--- config.mk ---
export PLATFORM = sky130hd
export DESIGN_NAME = bp_fpga_host_io_cmd_gen
export DESIGN_NICKNAME = d
export VERILOG_FILES = /design/src/rtl/bp_fpga_host_pkg.sv /design/src/rtl/bp_fpga_host_io_cmd_gen_sync.sv /design/src/rtl/bp_fpga_host_io_cmd_gen.sv
export SDC_FILE = /design/constraint.sdc
export NUM_CORES = 1
export LEC_CHECK = 0
export CORE_AREA = 2 2 106 108
export CTS_CLUSTER_SIZE = 25
export DETAILED_ROUTE_END_ITERATION = 7
export DIE_AREA = 0 0 108 110
export PLACE_DENSITY = 0.64
export SETUP_SLACK_MARGIN = 0.3
export SLEW_MARGIN = 25
export SYNTH_ARGS = -nofsm -noshare
export SYNTH_HDL_FRONTEND = slang
export SYNTH_SLANG_ARGS = --single-unit
--- constraint.sdc ---
create_clock -name clk_i -period 4.25 [get_ports clk_i]
set_input_delay 0.85 -clock clk_i [delete_from_list [all_inputs] [get_ports clk_i]]
set_output_delay 0.85 -clock clk_i [all_outputs]
set_load 0.05 [all_outputs]
--- src/rtl/bp_fpga_host_pkg.sv ---
// ============================================================================
// bp_fpga_host_pkg : BedRock I/O message types and io_cmd_gen FSM encoding
// Rev 1.0
// ============================================================================
`default_nettype none

package bp_fpga_host_pkg;

    localparam int C_PADDR_WIDTH   = 40;
    localparam int C_DATA_WIDTH    = 64;
    localparam int C_PAYLOAD_WIDTH = 16;

    localparam logic [C_PADDR_WIDTH-1:0] C_PUTCHAR_ADDR = 40'h00_0010_1000;

    typedef enum logic [3:0] {
        e_bedrock_mem_rd    = 4'd0,
        e_bedrock_mem_wr    = 4'd1,
        e_bedrock_mem_uc_rd = 4'd2,
        e_bedrock_mem_uc_wr = 4'd3,
        e_bedrock_mem_pre   = 4'd4,
        e_bedrock_mem_amo   = 4'd5
    } bp_bedrock_mem_type_e;

    typedef enum logic [2:0] {
        e_bedrock_msg_size_1   = 3'd0,
        e_bedrock_msg_size_2   = 3'd1,
        e_bedrock_msg_size_4   = 3'd2,
        e_bedrock_msg_size_8   = 3'd3,
        e_bedrock_msg_size_16  = 3'd4,
        e_bedrock_msg_size_32  = 3'd5,
        e_bedrock_msg_size_64  = 3'd6,
        e_bedrock_msg_size_128 = 3'd7
    } bp_bedrock_msg_size_e;

    typedef struct packed {
        bp_bedrock_mem_type_e mem;
    } bp_bedrock_io_msg_type_s;

    typedef struct packed {
        logic [C_PAYLOAD_WIDTH-1:0] payload;
        bp_bedrock_msg_size_e       size;
        logic [C_PADDR_WIDTH-1:0]   addr;
        bp_bedrock_io_msg_type_s    msg_type;
    } bp_bedrock_io_mem_msg_header_s;

    typedef struct packed {
        bp_bedrock_io_mem_msg_header_s header;
        logic [C_DATA_WIDTH-1:0]       data;
    } bp_bedrock_io_mem_msg_s;

    typedef enum logic [2:0] {
        e_reset = 3'd0,
        e_idle  = 3'd1,
        e_send  = 3'd2,
        e_wait  = 3'd3,
        e_incr  = 3'd4
    } io_cmd_gen_state_e;

    function automatic logic [C_DATA_WIDTH-1:0] fill_bytes(input logic [7:0] b);
        return {(C_DATA_WIDTH/8){b}};
    endfunction

endpackage

`default_nettype wire

--- src/rtl/bp_fpga_host_io_cmd_gen_sync.sv ---
// ============================================================================
// bp_fpga_host_io_cmd_gen_sync : button synchronizer + registered rising edge
// Rev 1.0
// ============================================================================
`default_nettype none

module bp_fpga_host_io_cmd_gen_sync #(
    parameter int sync_stages_p = 2
) (
    input  logic clk_i,
    input  logic reset_i,
    input  logic send_i,
    output logic rise_o
);

    logic [sync_stages_p-1:0] sync_q;
    logic                     prev_q;
    logic                     rise_q;

    always_ff @(posedge clk_i or posedge reset_i) begin
        if (reset_i) begin
            sync_q <= '0;
            prev_q <= 1'b0;
            rise_q <= 1'b0;
        end else begin
            sync_q <= {sync_q[sync_stages_p-2:0], send_i};
            prev_q <= sync_q[sync_stages_p-1];
            rise_q <= sync_q[sync_stages_p-1] & ~prev_q;
        end
    end

    assign rise_o = rise_q;

endmodule

`default_nettype wire

--- src/rtl/bp_fpga_host_io_cmd_gen.sv ---
// ============================================================================
// bp_fpga_host_io_cmd_gen : button-triggered burst of uncached putchar writes
// Optional response checking: BP_FPGA_HOST_IO_CMD_GEN_RESP_CHECK_EN. Rev 1.0
// ============================================================================
`default_nettype none

module bp_fpga_host_io_cmd_gen
    import bp_fpga_host_pkg::*;
#(
    parameter logic [C_PADDR_WIDTH-1:0] putchar_addr_p = C_PUTCHAR_ADDR,
    parameter int                       burst_len_p    = 4,
    parameter int                       sync_stages_p  = 2
) (
    input  logic                   clk_i,
    input  logic                   reset_i,
    input  logic                   send_i,
    output bp_bedrock_io_mem_msg_s io_cmd_o,
    output logic                   io_cmd_v_o,
    input  logic                   io_cmd_ready_and_i,
    input  bp_bedrock_io_mem_msg_s io_resp_i,
    input  logic                   io_resp_v_i,
    output logic                   io_resp_yumi_o,
    output logic [7:0]             data_byte_o,
    output logic                   busy_o,
    output logic                   error_o
);

    localparam logic [7:0] C_BURST_LAST = 8'(burst_len_p - 1);

    io_cmd_gen_state_e state_q, state_d;
    logic [7:0]        burst_cnt_q, burst_cnt_d;
    logic [7:0]        data_byte_q, data_byte_d;
    logic              send_rise;

    bp_fpga_host_io_cmd_gen_sync #(
        .sync_stages_p(sync_stages_p)
    ) u_sync (
        .clk_i  (clk_i),
        .reset_i(reset_i),
        .send_i (send_i),
        .rise_o (send_rise)
    );

    always_ff @(posedge clk_i or posedge reset_i) begin
        if (reset_i) begin
            state_q     <= e_reset;
            burst_cnt_q <= '0;
            data_byte_q <= '0;
        end else begin
            state_q     <= state_d;
            burst_cnt_q <= burst_cnt_d;
            data_byte_q <= data_byte_d;
        end
    end

    // Presses outside e_idle are simply never looked at, so they are dropped.
    always_comb begin
        state_d     = state_q;
        burst_cnt_d = burst_cnt_q;
        data_byte_d = data_byte_q;
        io_cmd_v_o  = 1'b0;
        case (state_q)
            e_reset: state_d = e_idle;
            e_idle: begin
                if (send_rise) begin
                    burst_cnt_d = C_BURST_LAST;
                    state_d     = e_send;
                end
            end
            e_send: begin
                io_cmd_v_o = 1'b1;
                if (io_cmd_ready_and_i) begin
                    state_d = e_wait;
                end
            end
            e_wait: begin
                if (io_resp_v_i) begin
                    state_d = e_incr;
                end
            end
            e_incr: begin
                data_byte_d = data_byte_q + 8'd1;
                if (burst_cnt_q == 8'd0) begin
                    state_d = e_idle;
                end else begin
                    burst_cnt_d = burst_cnt_q - 8'd1;
                    state_d     = e_send;
                end
            end
            default: state_d = e_reset;
        endcase
    end

    always_comb begin
        io_cmd_o = '0;
        if (state_q == e_send) begin
            io_cmd_o.header.msg_type.mem = e_bedrock_mem_uc_wr;
            io_cmd_o.header.addr         = putchar_addr_p;
            io_cmd_o.header.size         = e_bedrock_msg_size_1;
            io_cmd_o.data                = fill_bytes(data_byte_q);
        end
    end

    // Every response is drained (even unsolicited ones) so the host cannot stall.
    assign io_resp_yumi_o = io_resp_v_i & (state_q != e_reset);
    assign busy_o         = (state_q != e_reset) && (state_q != e_idle);
    assign data_byte_o    = data_byte_q;

`ifdef BP_FPGA_HOST_IO_CMD_GEN_RESP_CHECK_EN
    logic error_q, error_d, resp_bad;

    always_comb begin
        resp_bad = (io_resp_i.header.msg_type.mem != e_bedrock_mem_uc_wr)
                || (io_resp_i.header.addr != putchar_addr_p)
                || (io_resp_i.header.size != e_bedrock_msg_size_1)
                || (state_q != e_wait);
        error_d  = error_q | (io_resp_yumi_o & resp_bad);
    end

    always_ff @(posedge clk_i or posedge reset_i) begin
        if (reset_i) begin
            error_q <= 1'b0;
        end else begin
            error_q <= error_d;
        end
    end

    assign error_o = error_q;
`else
    assign error_o = 1'b0;
`endif

    logic unused_resp;
    assign unused_resp = ^io_resp_i;

endmodule

`default_nettype wire

==> flow_metrics.env <==
export IMPL_placed_cells=394
export IMPL_place_hpwl_mm=2.97
export IMPL_max_freq_ghz=0.309
export IMPL_io_pins=271
export IMPL_grt_max_degree=24
export IMPL_cellLeakagePower_nw=1.05
export IMPL_synth_xor_area_share=0.0294
export IMPL_finalSetupTns_ns=0
export IMPL_drtIter0Drc=45
export IMPL_areaGrowthSynthToFinish_pct=17.2
export IMPL_synth_seq_cells=23
export IMPL_postLayoutSetupSlackWorst_ns=1.01
export IMPL_placementRows=38
export IMPL_vdd_drop_max_mv=0.223
export IMPL_synthMuxAreaShare=0.0198
export IMPL_avgSynthCellArea_sq_um=8.90
export IMPL_maxSlewViolCount=0
export IMPL_dr_total_vias=1330
export IMPL_synth_seq_area_share=0.276
export IMPL_synth_adder_area_share=0.0180
export IMPL_reg2reg_depth=4
export IMPL_rsz0062_at_grt="no"
export IMPL_crit_type="register to output pin"
export IMPL_viasPerCell=3.34
export IMPL_port_buffers=83
export IMPL_grt_pass1_wl_mm=5.23
export IMPL_min_path_type="register to register"
export IMPL_path_max_fanout=13
export IMPL_cts_tree="built"
export IMPL_start_util=0.195
export IMPL_tightest_slew_ns=0.824
export IMPL_cp_end_kind="output pin"
export IMPL_clk_path_buf_depth=2
export IMPL_fin_cells=398
export IMPL_status="complete, no violations"
export IMPL_start_kind="register"
export IMPL_skew_ns=0.00966
export IMPL_synth_warnings=0
export IMPL_place_congestion=0.785
export IMPL_cts_resized=0
export IMPL_hp_start="u_sync.sync_q[0]"
export IMPL_synth_edf_count=0
export IMPL_power_density_nw_per_um2=510
export IMPL_layout_nets=394
export IMPL_final_layout_size_suffix_gt1_frac=0.0581
export IMPL_synth_compound_area_frac=0.0505
export IMPL_synth_cells=234
export IMPL_diodes=0
export IMPL_dieHeight_um=110
export IMPL_period_share=0.762
export IMPL_async_reset_ff_frac=1.00
export IMPL_place_worst_setup_slack_ns=1.04
export IMPL_route_detailed_drc=0
export IMPL_overflow=0
export IMPL_synth_top_family_by_area="buffers and inverters"
export IMPL_clock_latency_ns=0.27
export IMPL_critPathArrivalTime_ns=2.39
export IMPL_grt_antenna_before_repair=0
export IMPL_cts_inserted_buffers=3
export IMPL_first_global_vias=1068
export IMPL_drtPass1Iterations=3
export IMPL_synth_simple_area_share=0.148
export IMPL_cts_sinks=23
export IMPL_syn_area_sq_um=2080
export IMPL_hold_depth=0
export IMPL_die_w_um=108
export IMPL_r2r_start="state_q[0]"
export IMPL_finalWirelength_mm=3.63
export IMPL_cts_max_level=1
export IMPL_antenna_left=0
export IMPL_r2r_end="burst_cnt_q[3]"
export IMPL_synth_distinct_cells=39
export IMPL_holdPathEnd="u_sync.sync_q[1]"
export IMPL_rrSetupSlack_ns=2.42
export IMPL_die_area_sq_um=11900
export IMPL_design_core_area_sq_um=10700
export IMPL_fin_crit_ns=3.24
export IMPL_max_slew_margin=0.447
export IMPL_finalHoldViolCount=0
export IMPL_wl_per_cell_um=9.13
export IMPL_grt_use_total=0.0548
export IMPL_maxCapViolations=0
export IMPL_cts_hold_buf=0
export IMPL_setup_viol_count_final=0
export IMPL_clk_pin_slew_worst_paths_ns=0.08
export IMPL_ys_flop_type="dfrtp_1"
export IMPL_cts_root_buffer="clkbuf_8"
export IMPL_cp_required_ns=3.40
export IMPL_cts_setup_buffers=0
kinds of logic (layout without fill, tap and decap cells):
logic type               after synthesis  after routing
adder cells (fa/ha/maj)                3              3
buffers and inverters                130             95
other                                  1             60
flip-flops                            23             23
AND/OR/NAND/NOR                       50             50
XOR/XNOR                               7              7
multiplexers                           4              4
AO/OA/AOI/OAI                         16             16
worst max path at each step:
stage                           start              to  slack [ns]
after global routing       state_q[1]    io_cmd_o[34]        0.81
after CTS                  state_q[1]     io_cmd_o[2]        0.96
after detailed placement  io_resp_v_i  io_resp_yumi_o        1.04
after global placement    io_resp_v_i  io_resp_yumi_o        1.05
after floorplan            state_q[2]    io_cmd_o[10]        0.90
final                      state_q[1]     io_cmd_o[2]        1.01
cell usage after synthesis (2+ instances only):
cell / count / share of area
buf_4: 120 / 0.43
dfrtp_1: 23 / 0.28
and2_1: 9 / 0.027
a21oi_1: 8 / 0.019
inv_1: 7 / 0.013
nand2_1: 7 / 0.013
nor2_1: 7 / 0.013
nand3_1: 5 / 0.012
xnor2_1: 5 / 0.021
ha_1: 3 / 0.018
mux2i_1: 3 / 0.014
nand4_1: 3 / 0.0090
nor3_1: 3 / 0.0072
buf_2: 2 / 0.0048
nand2b_1: 2 / 0.0060
nand3b_1: 2 / 0.0072
or3_1: 2 / 0.0060
xor2_1: 2 / 0.0084
report_power, final:
part           total, mW  internal (mW)  switching, mW
clock network      0.139         0.0656         0.0735
logic              0.754          0.214          0.540
registers          0.351          0.266         0.0845
critical path, stage by stage (launching register included):
cell,delay [ns]
dfrtp_1,0.55
nand2b_1,0.13
nor2_1,0.10
buf_4,0.19
and2_1,0.29
clkdlybuf4s50_1,0.86
stage by stage:
stage	cell area, sq um	utilization	hold slack, ns	total power [mW]
finish	2440	0.228	0.360	1.24
detailed placement	2390	0.224	0.343	1.12
global route	2440	0.228	0.367	1.32
CTS	2440	0.228	0.363	1.26
floorplan	2300	-	0.331	1.01
global placement	2390	0.224	0.340	1.10
registers in the layout (all words and copies together), names as in the netlist:
name,cells
u_sync.rise_o,1
u_sync.sync_q,2
burst_cnt_q,8
data_byte_o,8
state_q,3
u_sync.prev_q,1
cells in the final DEF, fill, tap and decap left out, types with 2 or more instances in the layout:
| master | netlist | final |
|---|---|---|
| nand3_1 | 5 | 5 |
| dfrtp_1 | 23 | 23 |
| conb_1 | 1 | 60 |
| a21oi_1 | 8 | 8 |
| clkbuf_8 | 0 | 3 |
| nand2b_1 | 2 | 2 |
| nand4_1 | 3 | 3 |
| ha_1 | 3 | 3 |
| nand2_1 | 7 | 7 |
| clkdlybuf4s50_1 | 0 | 83 |
| nor2_1 | 7 | 7 |
| xor2_1 | 2 | 2 |
| and2_1 | 9 | 9 |
| mux2i_1 | 3 | 3 |
| inv_1 | 7 | 6 |
| nor3_1 | 3 | 3 |
| or3_1 | 2 | 2 |
| xnor2_1 | 5 | 5 |
| nand3b_1 | 2 | 2 |
metal layers:
metal,global-route usage,up-vias,wire [um]
li1,-,627,-
met1,0.0583,605,1330
met2,0.107,95,1820
met3,0.0188,3,478
met4,0.00641,0,8
met5,0,-,0
area by class of cell:
type                       count  area [sq um]
clock buffer                   3          41.3
clock inverter                 1          5.00
fill                        1182          8260
inverter                       7          26.3
multi-input combinational    140           779
sequential                    23           576
tap                          140           175
timing repair buffer          84           838
Power figures use the tool's default switching activity.
==> RTL change 1: new RTL, config.mk and constraints unchanged <==
The 5 states of `io_cmd_gen_state_e` get a one-hot encoding in 5 bits.
--- a/src/rtl/bp_fpga_host_pkg.sv
+++ b/src/rtl/bp_fpga_host_pkg.sv
@@ -48,12 +48,12 @@
         logic [C_DATA_WIDTH-1:0]       data;
     } bp_bedrock_io_mem_msg_s;
 
-    typedef enum logic [2:0] {
-        e_reset = 3'd0,
-        e_idle  = 3'd1,
-        e_send  = 3'd2,
-        e_wait  = 3'd3,
-        e_incr  = 3'd4
+    typedef enum logic [4:0] {
+        e_reset = 5'b00001,
+        e_idle  = 5'b00010,
+        e_send  = 5'b00100,
+        e_wait  = 5'b01000,
+        e_incr  = 5'b10000
     } io_cmd_gen_state_e;
 
     function automatic logic [C_DATA_WIDTH-1:0] fill_bytes(input logic [7:0] b);
Formal check against the unedited RTL: no difference found for any inputs over 10 cycles, from zero or initial values and one cycle with reset_i high; not proved beyond that.
==> RTL change 1 against the original RTL <==
Setup slack lost 330 ps; sequential cell count grew 2; wire length grew 6.5%; critical endpoint is now io_cmd_o[54]; design area grew 4.6%; area after synthesis grew 4.6%; first-iteration DRC count grew 8.9%.
Power is not compared: it rests on default switching activity, and its combinational part moved more than twofold at a synthesized area within 25%.
==> RTL change 1: results (changes against the original RTL) <==
Final layout
  • Ant. Diodes: 0 (unchanged)
  • Final Non-Filler Cells: 408 (+2.5%)
  • # fillers: 1168 (-1.2%)
  • Ratio of cells with drive above 1 in the final layout: 5.60% (-0.22 points)

Synth
  • Post-synthesis cell type count: 42 (+7.7%)
  • Yosys warning count: 0 (unchanged)
  • Xor/xnor share of the synthesized area: 4.02% (+1.1 points)
  • Share of flip-flops with an asynchronous set or reset: 100% (unchanged)
  • Synth Area in Compound Gates: 7.13% (+2.1 points)
  • Synth area leaders: buf_4, dfrtp_1, xor2_1
  • Primary FF master, synth: dfrtp_1
  • Most frequent cells after synthesis: buf_4, dfrtp_1, a21oi_1
  • Seq/Total Area, Yosys: 28.8% (+1.1 points)
  • Adder-cell share of the synthesized area: 1.72% (-0.079 points)
  • Mux cell area share after synthesis: 0.517% (-1.5 points)
  • Mapped Cells: 243 (+3.8%)

Flow run
  • Max cap viols: 0 (unchanged)

Route
  • Starting DRT DRC Count: 49 (+8.9%)
  • Detailed Route WL: 3870 microns (+6.5%)
  • Drt first pass iters: 4 (+1)
  • DR vias/cell: 3.47 (+3.9%)

Setup path
  • RR Endpoint: burst_cnt_q[2]
  • Crit path DAT: 2720 ps (+330 ps)
  • FF-to-FF Start: state_q[1]
  • Critical path endpoint: io_cmd_o[54]
  • Critical path type: flip-flop to output pin
  • FF-to-FF setup slack: 2460 ps (+40 ps)
  • R2R cell count: 4 (unchanged)
  • Worst Path Max Fanout: 14 (+1)

Placement
  • GPL Wtd Cong: 0.811 (+3.3%)
  • Pre-CTS setup slack: 928 ps (-108 ps)
  • Cell Area, Placed: 2500 sq um (+4.5%)
  • Port buffer count: 83 (unchanged)
  • Hpwl dp: 3150 microns (+6.1%)
  • # placed instances: 404 (+2.5%)

Timing
  • Worst clock skew: 8.87 ps (-0.789 ps)
  • Slew margin rel.: 64.1% (+19 points)
  • Min cycle time layout: 3570 ps (+332 ps)

CTS
  • Clock Latency Late Sink: 270 ps (about the same)
  • Clock-pin slew of the registers on the worst-case setup and hold paths: 90 ps
  • Post-CTS setup buffer count: 0 (unchanged)
  • Deepest clock path buffer count: 2 (unchanged)
  • CTS Buf Count: 3 (unchanged)
  • Resized Gates After CTS: 0 (unchanged)
  • Root buf cell: clkbuf_8

Global route
  • Vias in the first global route: 1113 (+4.2%)
  • First-pass GRT wire length: 5580 microns (+6.7%)
  • Antenna violations before repair: 0 (unchanged)
  • Global Route Usage Sum: 5.97% (+0.49 points)
  • Largest net degree at the start of global routing: 26 (+8.3%)

Status
  • Outcome: complete, no violations

Power
  • P_leak: 1.11 nW
  • Sw power: 0.358 mW
  • Worst VDD drop: 0.149 mV

Worst hold path
  • Min-Delay Path Class: flip-flop to flip-flop
  • Hold Crit Start: u_sync.sync_q[0]
==> RTL change 1: cell types whose count changed after synthesis, moves of 3 or more <==
cell     delta
inv_1       -3
mux2i_1     -3
nor3_1      +3
xor2_1      +4
==> RTL change 1: worst min path at each step <==
stage                            end  slack (ps)  cells after the start
global placement    u_sync.sync_q[1]         330                      0
floorplan           u_sync.sync_q[1]         330                      0
global route        u_sync.sync_q[1]         380                      0
CTS                 u_sync.sync_q[1]         360                      0
detailed placement  u_sync.sync_q[1]         330                      0
finish              u_sync.sync_q[1]         350                      0
==> RTL change 1: power groups by stage <==
| stage | Sequential (mW) | Clock, mW | Combinational (mW) |
|---|---|---|---|
| after detailed placement | 0.307 | 0 | 0.319 |
| after global placement | 0.305 | 0 | 0.318 |
| after CTS | 0.303 | 0.155 | 0.322 |
| after floorplan | 0.301 | 0 | 0.310 |
| final | 0.302 | 0.147 | 0.319 |
| after global routing | 0.310 | 0.168 | 0.345 |
==> RTL change 1: metal layers <==
layer | GRT usage [%] | wire, microns
met4 | 1.19 | 0
met5 | 0 | 0
met1 | 6.74 | 1470
met2 | 10.7 | 1800
met3 | 2.41 | 603
==> RTL change 1: area by class of cell <==
type	count	area, sq um	share of cell area [%]
clock inverters	1	7.51	0.294
clock buffers	3	41.3	1.62
inverters	4	15.0	0.588
multi-input cells	151	848	33.2
repair buffers	84	838	32.8
well taps	140	175	6.86
flip-flops and latches	25	627	24.6
==> RTL change 1: cell families (layout without fill, tap and decap cells) <==
family,count (synthesis),count (layout)
and+or+nand+nor,54,54
xor gates and xnor gates,10,10
muxes,1,1
other,1,60
DFF,25,25
buffers and inverters,126,92
adders and majority gates,3,3
AOI/OAI and AO/OA,23,23
==> RTL change 1: worst max-delay path, cell delays in order, from the launching register on <==
cell	delay [ps]
dfrtp_1	480
or3_1	450
nor3b_2	170
buf_4	200
and2_1	300
clkdlybuf4s50_1	860
==> RTL change 2: new RTL, config.mk and constraints unchanged <==
Without the edit above. `C_PAYLOAD_WIDTH`: 16 -> 24.
--- a/src/rtl/bp_fpga_host_pkg.sv
+++ b/src/rtl/bp_fpga_host_pkg.sv
@@ -8,7 +8,7 @@
 
     localparam int C_PADDR_WIDTH   = 40;
     localparam int C_DATA_WIDTH    = 64;
-    localparam int C_PAYLOAD_WIDTH = 16;
+    localparam int C_PAYLOAD_WIDTH = 24;
 
     localparam logic [C_PADDR_WIDTH-1:0] C_PUTCHAR_ADDR = 40'h00_0010_1000;
 
Interface: changed (resized io_cmd_o and io_resp_i); port bits go from 271 to 287. The function was not compared with the original's and may differ.
==> RTL change 2 against the original RTL <==
Count of clock-buffer cells in the layout unchanged; total power up 1.1%; wire length down 0.11%; sequential cell count unchanged; critical path depth unchanged; setup slack worse by 10 ps; design area up 1.2%; area after synthesis up 2.9%; critical endpoint is now io_cmd_o[21]; largest cell class unchanged; largest power group unchanged.
==> RTL change 2: results (changes against the original RTL) <==
Global route
  • Vias in the first global route: 988 (-7.5%)
  • Global Route Usage Sum: 5.38% (-0.10 points)
  • First-pass GRT wire length: 4970 microns (-5.0%)

Synth
  • Most frequent cells after synthesis: buf_4, dfrtp_1, and2_1
  • Mapped Cells: 242 (+3.4%)
  • Seq/Total Area, Yosys: 26.9% (-0.78 points)

Power
  • Sw power: 0.711 mW (+1.9%)
  • P_leak: 1.07 nW (+2.5%)
  • Reg power frac: 27.6% (-0.6 points)
  • Worst VDD drop: 0.246 mV (+10%)

Placement
  • # placed instances: 402 (+2.0%)
  • Pre-CTS setup slack: 1040 ps (+8.30 ps)
  • Hpwl dp: 2950 microns (-0.35%)
  • GPL Wtd Cong: 0.772 (-1.6%)

Route
  • Metal2 WL: 1710 microns (-5.7%)
  • Starting DRT DRC Count: 75 (+67%)
  • Routed wl met3: 549 microns (+15%)
  • Detailed Route WL: 3630 microns (-0.11%)
  • M1 WL: 1350 microns (+1.5%)

Final layout
  • # nets final: 410 (+4.1%)
  • Ratio of cells with drive above 1 in the final layout: 5.64% (-0.17 points)
  • Final Non-Filler Cells: 406 (+2.0%)

CTS
  • CTS Buf Count: 3 (unchanged)

Timing
  • Worst clock skew: 12.0 ps (+2.37 ps)

Status
  • Outcome: complete, no violations
[RTL change 2: cell types whose count changed after synthesis, sizes merged]
cell	before	now
buf	123	131
[RTL change 2: worst max-delay path, cell delays in order (launching register included)]
cell	delay, ps
dfrtp_1	530
nand2b_1	140
nor2_1	100
buf_4	200
and2_1	300
clkdlybuf4s50_1	860
[RTL change 2: cell type report]
class,count,area [sq um]
Multi-Input combinational cell,148,810
Tap cell,140,175
Timing Repair Buffer,84,838
Fill cell,1170,8230
Sequential cell,23,576
Inverter,7,26.3
Clock buffer,3,41.3
Clock inverter,1,5.00
[RTL change 2: path summary, 6_finish.rpt]
check | startpoint | to | slack, ps | cells past startpoint
hold reg to reg | u_sync.sync_q[0] | u_sync.sync_q[1] | 350 | 0
setup reg to reg | state_q[0] | burst_cnt_q[3] | 2450 | 4
hold / removal | u_sync.sync_q[0] | u_sync.sync_q[1] | 350 | 0
max in group asynchronous | reset_i | burst_cnt_q[0] | 2890 | 2
min in group asynchronous | reset_i | burst_cnt_q[6] | 950 | 2
setup / recovery | state_q[1] | io_cmd_o[21] | 1000 | 5
[RTL change 2: routing by layer]
layer  vias up  GRT usage (%)
met4         0           1.37
met2       110           9.79
met1       607           6.03
met3         4           1.82
li1        634              -
met5         -              0
[RTL change 2: kinds of logic (layout without fill, tap and decap cells)]
| kind of cell | Yosys count | after routing | synth area share, % |
|---|---|---|---|
| buf+inv | 138 | 95 | 47.1 |
| simple gates | 50 | 50 | 14.4 |
| flops | 23 | 23 | 26.9 |
| compound gates | 16 | 16 | 4.91 |
| xor+xnor | 7 | 7 | 2.86 |
| mux | 4 | 4 | 1.93 |
| fa+ha+maj | 3 | 3 | 1.75 |
| other cells | 1 | 68 | 0.175 |
